**src/rtl/if_fetch_unit_if.sv**
```systemverilog
// Fetch-stage bus: hazard/branch controls from the pipeline, the instruction-memory
// request/response pair, and the registered (PC, instruction, valid) triple toward ID.
interface if_fetch_unit_if;
  logic        stall;
  logic        redirect;
  logic [63:0] redirect_pc;
  logic        imem_en;
  logic [63:0] imem_addr;
  logic [31:0] imem_rdata;
  logic [63:0] PC_out;
  logic [31:0] instr_out;
  logic        valid_out;

  modport master (
    input  stall, redirect, redirect_pc, imem_rdata,
    output imem_en, imem_addr, PC_out, instr_out, valid_out
  );

  modport slave (
    output stall, redirect, redirect_pc, imem_rdata,
    input  imem_en, imem_addr, PC_out, instr_out, valid_out
  );
endinterface

```
**src/rtl/if_fetch_unit.sv**
```systemverilog
// Instruction fetch: issue-to-output latency 2 cycles, 1 instr/cycle; stall holds outputs and parks
// the in-flight response in a one-entry skid. IF_PERF_CTR_EN adds fetch_count/bubble_count ports.
module if_fetch_unit #(
  parameter logic [63:0] RESET_PC  = 64'd0,
  parameter logic [31:0] NOP_INSTR = 32'hD503201F
) (
  input  logic         clk,
  input  logic         reset,
  if_fetch_unit_if.master bus
`ifdef IF_PERF_CTR_EN
  ,
  output logic [31:0]  fetch_count,
  output logic [31:0]  bubble_count
`endif
);

  typedef struct packed {
    logic [63:0] pc;
    logic [31:0] instr;
  } fetch_dat_t;

  // Encoding is {inflight_v, skid_v}; both set at once cannot arise.
  typedef enum logic [1:0] {
    IDLE = 2'b00,
    HOLD = 2'b01,
    RUN  = 2'b10
  } state_t;

  state_t      state_q, state_d;
  logic [63:0] fpc_q, fpc_d;
  logic [63:0] inflight_pc_q, inflight_pc_d;
  fetch_dat_t  skid_q, skid_d;
  fetch_dat_t  out_q, out_d;
  logic        valid_q, valid_d;

  logic        inflight_v;
  logic        skid_v;
  logic        skid_v_d;
  logic        imem_en;
  logic [63:0] imem_addr;
  fetch_dat_t  rsp;

  assign inflight_v = state_q[1];
  assign skid_v     = state_q[0];

  assign imem_en   = !reset && (!bus.stall || bus.redirect);
  assign imem_addr = bus.redirect ? (bus.redirect_pc & ~64'h3) : fpc_q;
  assign rsp       = {inflight_pc_q, bus.imem_rdata};

  always_comb begin
    fpc_d         = fpc_q;
    inflight_pc_d = inflight_pc_q;
    skid_d        = skid_q;
    out_d         = out_q;
    valid_d       = valid_q;
    skid_v_d      = skid_v;
    state_d       = state_q;

    if (imem_en) begin
      fpc_d         = imem_addr + 64'd4;
      inflight_pc_d = imem_addr;
    end

    if (bus.redirect) begin
      valid_d     = 1'b0;
      out_d.instr = NOP_INSTR;
      skid_v_d    = 1'b0;
    end else if (bus.stall) begin
      if (inflight_v) begin
        skid_v_d = 1'b1;
        skid_d   = rsp;
      end
    end else if (skid_v) begin
      out_d    = skid_q;
      valid_d  = 1'b1;
      skid_v_d = 1'b0;
    end else if (inflight_v) begin
      out_d   = rsp;
      valid_d = 1'b1;
    end else begin
      valid_d     = 1'b0;
      out_d.instr = NOP_INSTR;
    end

    case ({imem_en, skid_v_d})
      2'b10:   state_d = RUN;
      2'b01:   state_d = HOLD;
      default: state_d = IDLE;
    endcase
  end

  always_ff @(posedge clk) begin
    if (reset) begin
      state_q       <= IDLE;
      fpc_q         <= RESET_PC;
      inflight_pc_q <= 64'd0;
      skid_q        <= '0;
      out_q         <= {64'd0, NOP_INSTR};
      valid_q       <= 1'b0;
    end else begin
      state_q       <= state_d;
      fpc_q         <= fpc_d;
      inflight_pc_q <= inflight_pc_d;
      skid_q        <= skid_d;
      out_q         <= out_d;
      valid_q       <= valid_d;
    end
  end

  assign bus.imem_en   = imem_en;
  assign bus.imem_addr = imem_addr;
  assign bus.PC_out    = out_q.pc;
  assign bus.instr_out = out_q.instr;
  assign bus.valid_out = valid_q;

`ifdef IF_PERF_CTR_EN
  logic [31:0] fetch_cnt_q;
  logic [31:0] bubble_cnt_q;
  logic        load_bubble;

  // Mirrors the two bubble-loading branches of the output update.
  assign load_bubble = bus.redirect || (!bus.stall && !skid_v && !inflight_v);

  always_ff @(posedge clk) begin
    if (reset) begin
      fetch_cnt_q  <= 32'd0;
      bubble_cnt_q <= 32'd0;
    end else begin
      if (imem_en)     fetch_cnt_q  <= fetch_cnt_q + 32'd1;
      if (load_bubble) bubble_cnt_q <= bubble_cnt_q + 32'd1;
    end
  end

  assign fetch_count  = fetch_cnt_q;
  assign bubble_count = bubble_cnt_q;
`endif

endmodule

```
**src/flat_wrapper.sv**
```systemverilog
// flat-port wrapper written by rule: the top's interface ports become plain ports
module if_fetch_unit_flat 
#(
  parameter logic [63:0] RESET_PC  = 64'd0,
  parameter logic [31:0] NOP_INSTR = 32'hD503201F
)
  (clk, reset, bus_stall, bus_redirect, bus_redirect_pc, bus_imem_rdata, bus_imem_en, bus_imem_addr, bus_PC_out, bus_instr_out, bus_valid_out);
  if_fetch_unit_if bus_i ();
  input  logic clk;
  input  logic reset;
  input wire logic [$bits(bus_i.stall)-1:0] bus_stall;
  input wire logic [$bits(bus_i.redirect)-1:0] bus_redirect;
  input wire logic [$bits(bus_i.redirect_pc)-1:0] bus_redirect_pc;
  input wire logic [$bits(bus_i.imem_rdata)-1:0] bus_imem_rdata;
  output wire logic [$bits(bus_i.imem_en)-1:0] bus_imem_en;
  output wire logic [$bits(bus_i.imem_addr)-1:0] bus_imem_addr;
  output wire logic [$bits(bus_i.PC_out)-1:0] bus_PC_out;
  output wire logic [$bits(bus_i.instr_out)-1:0] bus_instr_out;
  output wire logic [$bits(bus_i.valid_out)-1:0] bus_valid_out;
  assign bus_i.stall = bus_stall;
  assign bus_i.redirect = bus_redirect;
  assign bus_i.redirect_pc = bus_redirect_pc;
  assign bus_i.imem_rdata = bus_imem_rdata;
  assign bus_imem_en = bus_i.imem_en;
  assign bus_imem_addr = bus_i.imem_addr;
  assign bus_PC_out = bus_i.PC_out;
  assign bus_instr_out = bus_i.instr_out;
  assign bus_valid_out = bus_i.valid_out;
  if_fetch_unit #(.RESET_PC(RESET_PC), .NOP_INSTR(NOP_INSTR)) u_core (.clk(clk), .reset(reset), .bus(bus_i));
endmodule
```
**config.mk**
```make
export PLATFORM = sky130hd
export DESIGN_NAME = if_fetch_unit_flat
export DESIGN_NICKNAME = d
export VERILOG_FILES = /design/src/rtl/if_fetch_unit_if.sv /design/src/rtl/if_fetch_unit.sv /design/src/flat_wrapper.sv
export SDC_FILE = /design/constraint.sdc
export NUM_CORES = 1
export LEC_CHECK = 0
export ABC_CLOCK_PERIOD_IN_PS = 4100
export CAP_MARGIN = 20
export CORE_MARGIN = 3
export CORE_UTILIZATION = 48
export DETAILED_ROUTE_END_ITERATION = 8
export GPL_ROUTABILITY_DRIVEN = 0
export PLACE_DENSITY_LB_ADDON = 0.2
export SETUP_SLACK_MARGIN = 0.02
export SLEW_MARGIN = 20
export SYNTH_ARGS = -nofsm -noshare
export SYNTH_HDL_FRONTEND = slang
export SYNTH_SLANG_ARGS = --single-unit
```
**constraint.sdc**
```tcl
create_clock -name clk -period 4.1 [get_ports clk]
set_clock_uncertainty 0.1 [all_clocks]
set_input_delay 0.41 -clock clk [delete_from_list [all_inputs] [get_ports clk]]
set_output_delay 0.41 -clock clk [all_outputs]
set_load 0.005 [all_outputs]
```
# Word-level counts from Yosys, hierarchy flattened

Index checks and enable logic that the tools add are counted.

Add/subtract/negate cells: 1
Equality and inequality tests: 2
Mux-type cells: 10
Bitwise operators: 2
Reduce and logical (&&, ||, !) cells: 8

Operators with widths:

| kind                                                            | number |
|---|---|
| 64-bit two-way mux                                              | 2 |
| 96-bit two-way mux                                              | 1 |
| 64-bit by 3-bit adder with 64-bit output, second input constant | 1 |
| 32-bit two-way mux                                              | 1 |
| 3-bit AND reduction                                             | 2 |
| 1-bit two-way mux                                               | 5 |
| 2-bit one-hot mux with 2 select lines                           | 1 |
| 2-bit by 1-bit == test with 1-bit output, second input constant | 1 |
| 2-bit == test, second input constant                            | 1 |
| 1-bit zero test                                                 | 2 |
| 1-bit NOT                                                       | 2 |
| 2-bit nonzero test                                              | 1 |
| 2-bit OR reduction                                              | 1 |
| 1-bit logical AND                                               | 1 |
| 1-bit logical OR                                                | 1 |

Register bits after elaboration: 323
Output and inout bits: 162
Logic and storage cells: 31

# Longest topological paths before layout

Depth after elaboration: 5
Mapped depth: 16
Gate-level depth less buffers: 8

# Least setup slack after synthesis

No wires, ideal clock.

Path type: input to register
Start: input port bus_redirect
End: register u_core.fpc_q[48]
Arrival: 3.874 ns
Required time: 3.883 ns
Path slack: 0.008 ns
Stages: 16
Cell sequence: buf_6 -> buf_6 -> buf_4 -> buf_2 -> buf_4 -> buf_2 -> buf_2 -> mux2_2 -> ha_1 -> inv_1 -> a211oi_4 -> nand4_2 -> or4_1 -> clkbuf_2 -> or4_1 -> a32o_1

Cells in the longest elaborated chain, start to end: 2
Elaborated cells on any way between the ends: 4

Ends and longest elaborated chain:

| item                                     | RTL line             | text |
|---|---|---|
| start, declared                          | flat_wrapper.sv:12   | `input wire logic [$bits(bus_i.redirect)-1:0] bus_redirect;` |
| 64-bit two-way mux                       | if_fetch_unit.sv:47  | `assign imem_addr = bus.redirect ? (bus.redirect_pc & ~64'h3) : fpc_q;` |
| named net bus_imem_addr[2]               | flat_wrapper.sv:16   | `output wire logic [$bits(bus_i.imem_addr)-1:0] bus_imem_addr;` |
| 64-bit by 3-bit adder with 64-bit output | if_fetch_unit.sv:60  | `fpc_d = imem_addr + 64'd4;` |
| end signal, assigned                     | if_fetch_unit.sv:102 | `fpc_q <= fpc_d;` |
| end, declared                            | if_fetch_unit.sv:30  | `logic [63:0] fpc_q, fpc_d;` |

The timed path passes the listed nets, and every way through them passes these cells.
A chain may end at the register's enable or synchronous reset.

# Worst setup path after layout

Start: input port bus_redirect_pc[2]
End: register u_core.fpc_q[48]

Cells in the longest elaborated chain, start to end: 2

Ends and longest elaborated chain:

| item                                     | RTL line            | text |
|---|---|---|
| start, declared                          | flat_wrapper.sv:13  | `input wire logic [$bits(bus_i.redirect_pc)-1:0] bus_redirect_pc;` |
| 64-bit two-way mux                       | if_fetch_unit.sv:47 |  |
| 64-bit by 3-bit adder with 64-bit output | if_fetch_unit.sv:60 |  |

Every way passes these cells.

==> flow_metrics.tcl <==
set metrics [dict create \
    seq_power_share 0.458 \
    avgSynthCellArea_um2 8.20 \
    antenna_found_initial 0 \
    yosysSeqAreaShare 0.442 \
    worst_setup_path_start_kind "primary input" \
    synth_edf_count 0 \
    crit_fanout 9 \
    status "finished clean" \
    synth_area_leaders "dfxtp_1, mux2i_1, nand2_1" \
    min_period_ns 3.18 \
    antennaDiodeCount 0 \
    power.switching_mw 1.94 \
    rsz0062_at_grt "false" \
    ys_ff_latch 321 \
    cts_buffers 35 \
    root_buffer "clkbuf_16" \
    grt_max_degree 218 \
    slew_headroom 0.324 \
    stdcell_area_um2 18600 \
    clock-sinks 321 \
    cts_tree "done" \
    worst-endpoint-arrival_ns 3.48 \
    drive_gt1_frac 0.0609 \
    clkTransAtPathRegs_ns 0.06 \
    cp.required_ns 4.41 \
    post-route-period-util 0.775 \
    setup_viol 0 \
    endpoint_kind "flip-flop" \
    combPwrFrac 0.133 \
    yosys.area.top_type "dfxtp_1" \
    ioPinCount 262 \
    ys_warn_count 0 \
    fmax_mhz 315 \
    critPathKind "primary input to flip-flop" \
    dpl.cell_count 2330 \
    synth_common_cells "nand2_1, dfxtp_1, nor2_1" \
    startpoint "bus_redirect_pc[2]" \
    grt_pass1_vias 12700 \
    clock_latency_ns 0.53 \
    pre_cts_ws_ns 0.443 \
    rows 63 \
    tns_ns 0 \
    io_buffer_count 259 \
    hold_viol 0 \
    grt_overflow 0 \
    die_h_um 180 \
    synth_area_um2 14600 \
    whs_path_depth 2 \
    synth_cells 1775 \
    internal-power_mw 5.45 \
    grt_pass1_wl_mm 69.8 \
    initial_core_util 0.488 \
    via_count 13700 \
    cts-resized-gates 0 \
    leakage_nw 6.63 \
    antenna_left 0 \
    core_um2 29800 \
    drt_iter0_markers 1245 \
    min-delay-start "reset" \
    htreeDepth 2 \
    clock_path_buffers 3 \
    place_area_um2 17500 \
    r2r_start "u_core.fpc_q[3]" \
    drt_pass1_iterations 8 \
    layoutNonFillerInstCount 2393 \
    drt_wl_total_mm 44.6 \
    die_area_um2 32400 \
    ys.flop_type "dfxtp_1" \
    p_sw_frac 0.263 \
    synth_top_area_frac 0.442 \
    grtUsageTotal 0.261 \
    maxCapViolCount 0 \
    drc_errors 0 \
    drv_slew 0 \
    rr_worst_depth 8 \
    wl_per_cell_um 18.6 \
    hpwl_mm 30.8 \
    fillers 2606 \
    clockPowerShare 0.409 \
    synth.most_common_cell "nand2_1" \
    area_growth_pct 28.0 \
    drt-vias-per-instance 5.73 \
    netlist-cell-type-count 54 \
    tightest_slew_ns 1.01 \
    finalPower_mw 7.40 \
    post_cts_buffers 0 \
    async_reset_ff_frac 0 \
    p_per_area_nw_per_um2 397 \
    cts_hold_buf 0 \
    hp-class "primary input to flip-flop" \
    nets 2079 \
    dieWidth_um 180 \
    ir_drop_v 0.000266 \
    layout_setup_ws_ns 0.924 \
    synth_fp_nets 1876 \
]
[cell type report]
| type | count | area (µm²) | share of cell area |
|---|---|---|---|
| Tap cell | 390 | 488 | 0.0262 |
| Clock inverter | 12 | 110 | 0.00591 |
| Clock buffer | 50 | 1000 | 0.0538 |
| Multi-Input combinational cell | 1273 | 7450 | 0.400 |
| Sequential cell | 321 | 6430 | 0.345 |
| Timing Repair Buffer | 295 | 2970 | 0.159 |
| Inverter | 52 | 195 | 0.0105 |
[kinds of logic after synthesis]
group / Yosys count / synth area share
XOR/XNOR: 35 / 0.0211
flip-flops: 321 / 0.442
adder cells (fa/ha/maj): 1 / 0.000859
AO/OA/AOI/OAI: 362 / 0.157
AND/OR/NAND/NOR: 719 / 0.221
buffers and inverters: 181 / 0.0499
multiplexers: 156 / 0.108
[worst max-delay path, cell delays in order]
cell	delay, ns
clkdlybuf4s50_1	0.50
mux2_2	0.20
ha_1	0.19
inv_1	0.09
a211oi_4	0.43
nand4_2	0.23
or4_1	0.74
or4_1	0.45
a32o_1	0.25
[cells in the final DEF, fill, tap and decap left out, types with 5 or more instances in the layout]
cell type        count
nor4_1              21
o31ai_1              9
mux2i_1            144
nand4b_1             8
nor3_1              21
nand2_1            332
a22oi_1             10
clkbuf_8             8
mux2_2              12
nand3_1             67
a311o_1              5
xnor2_1             35
nor2_1             178
or4_1                6
clkbuf_16           35
a211oi_1           119
clkdlybuf4s50_1    257
nand3b_1            19
o21ai_0             53
clkbuf_1             8
nand4_1             30
buf_4               30
and3_1              10
inv_1               51
dfxtp_1            320
a21oi_1            139
buf_12               5
clkinv_2             6
nand2b_1             5
[metrics by stage]
step            util  hold slack [ns]
5_1_grt        0.626            0.199
4_1_cts        0.625            0.184
2_1_floorplan      -            0.321
3_5_place_dp   0.587            0.342
6_report       0.626            0.201
3_3_place_gp   0.586            0.330
[registers in the layout, summed over array words and instances, names as in the netlist]
signal and cells:
u_core.bus.valid_out 1, u_core.fpc_q 62, u_core.skid_q 96, u_core.inflight_pc_q 64, u_core.state_q 2, u_core.bus.PC_out 64, u_core.bus.instr_out 32
[path summary, 6_finish.rpt]
kind / to / slack [ns]
worst min-delay path: u_core.inflight_pc_q[46] / 0.20
worst min register to register: u_core.fpc_q[63] / 0.35
worst max register to register: u_core.fpc_q[48] / 0.94
worst max-delay path: u_core.fpc_q[48] / 0.92
[power groups by stage]
| stage | clock, mW | combinational (mW) | sequential, mW |
|---|---|---|---|
| 4_1_cts | 3.06 | 0.979 | 3.38 |
| 3_3_place_gp | 0 | 0.956 | 3.45 |
| 2_1_floorplan | 0 | 0.499 | 3.42 |
| 5_1_grt | 3.20 | 1.06 | 3.40 |
| 3_5_place_dp | 0 | 0.973 | 3.45 |
| 6_report | 3.02 | 0.987 | 3.39 |
[per-layer routing]
metal | global-route usage | routed length (µm)
met5 | 0 | 0
met4 | 0.0774 | 1230
met3 | 0.0668 | 4200
met2 | 0.404 | 19800
met1 | 0.362 | 19400
No activity file was read; power rests on OpenSTA's default activity.
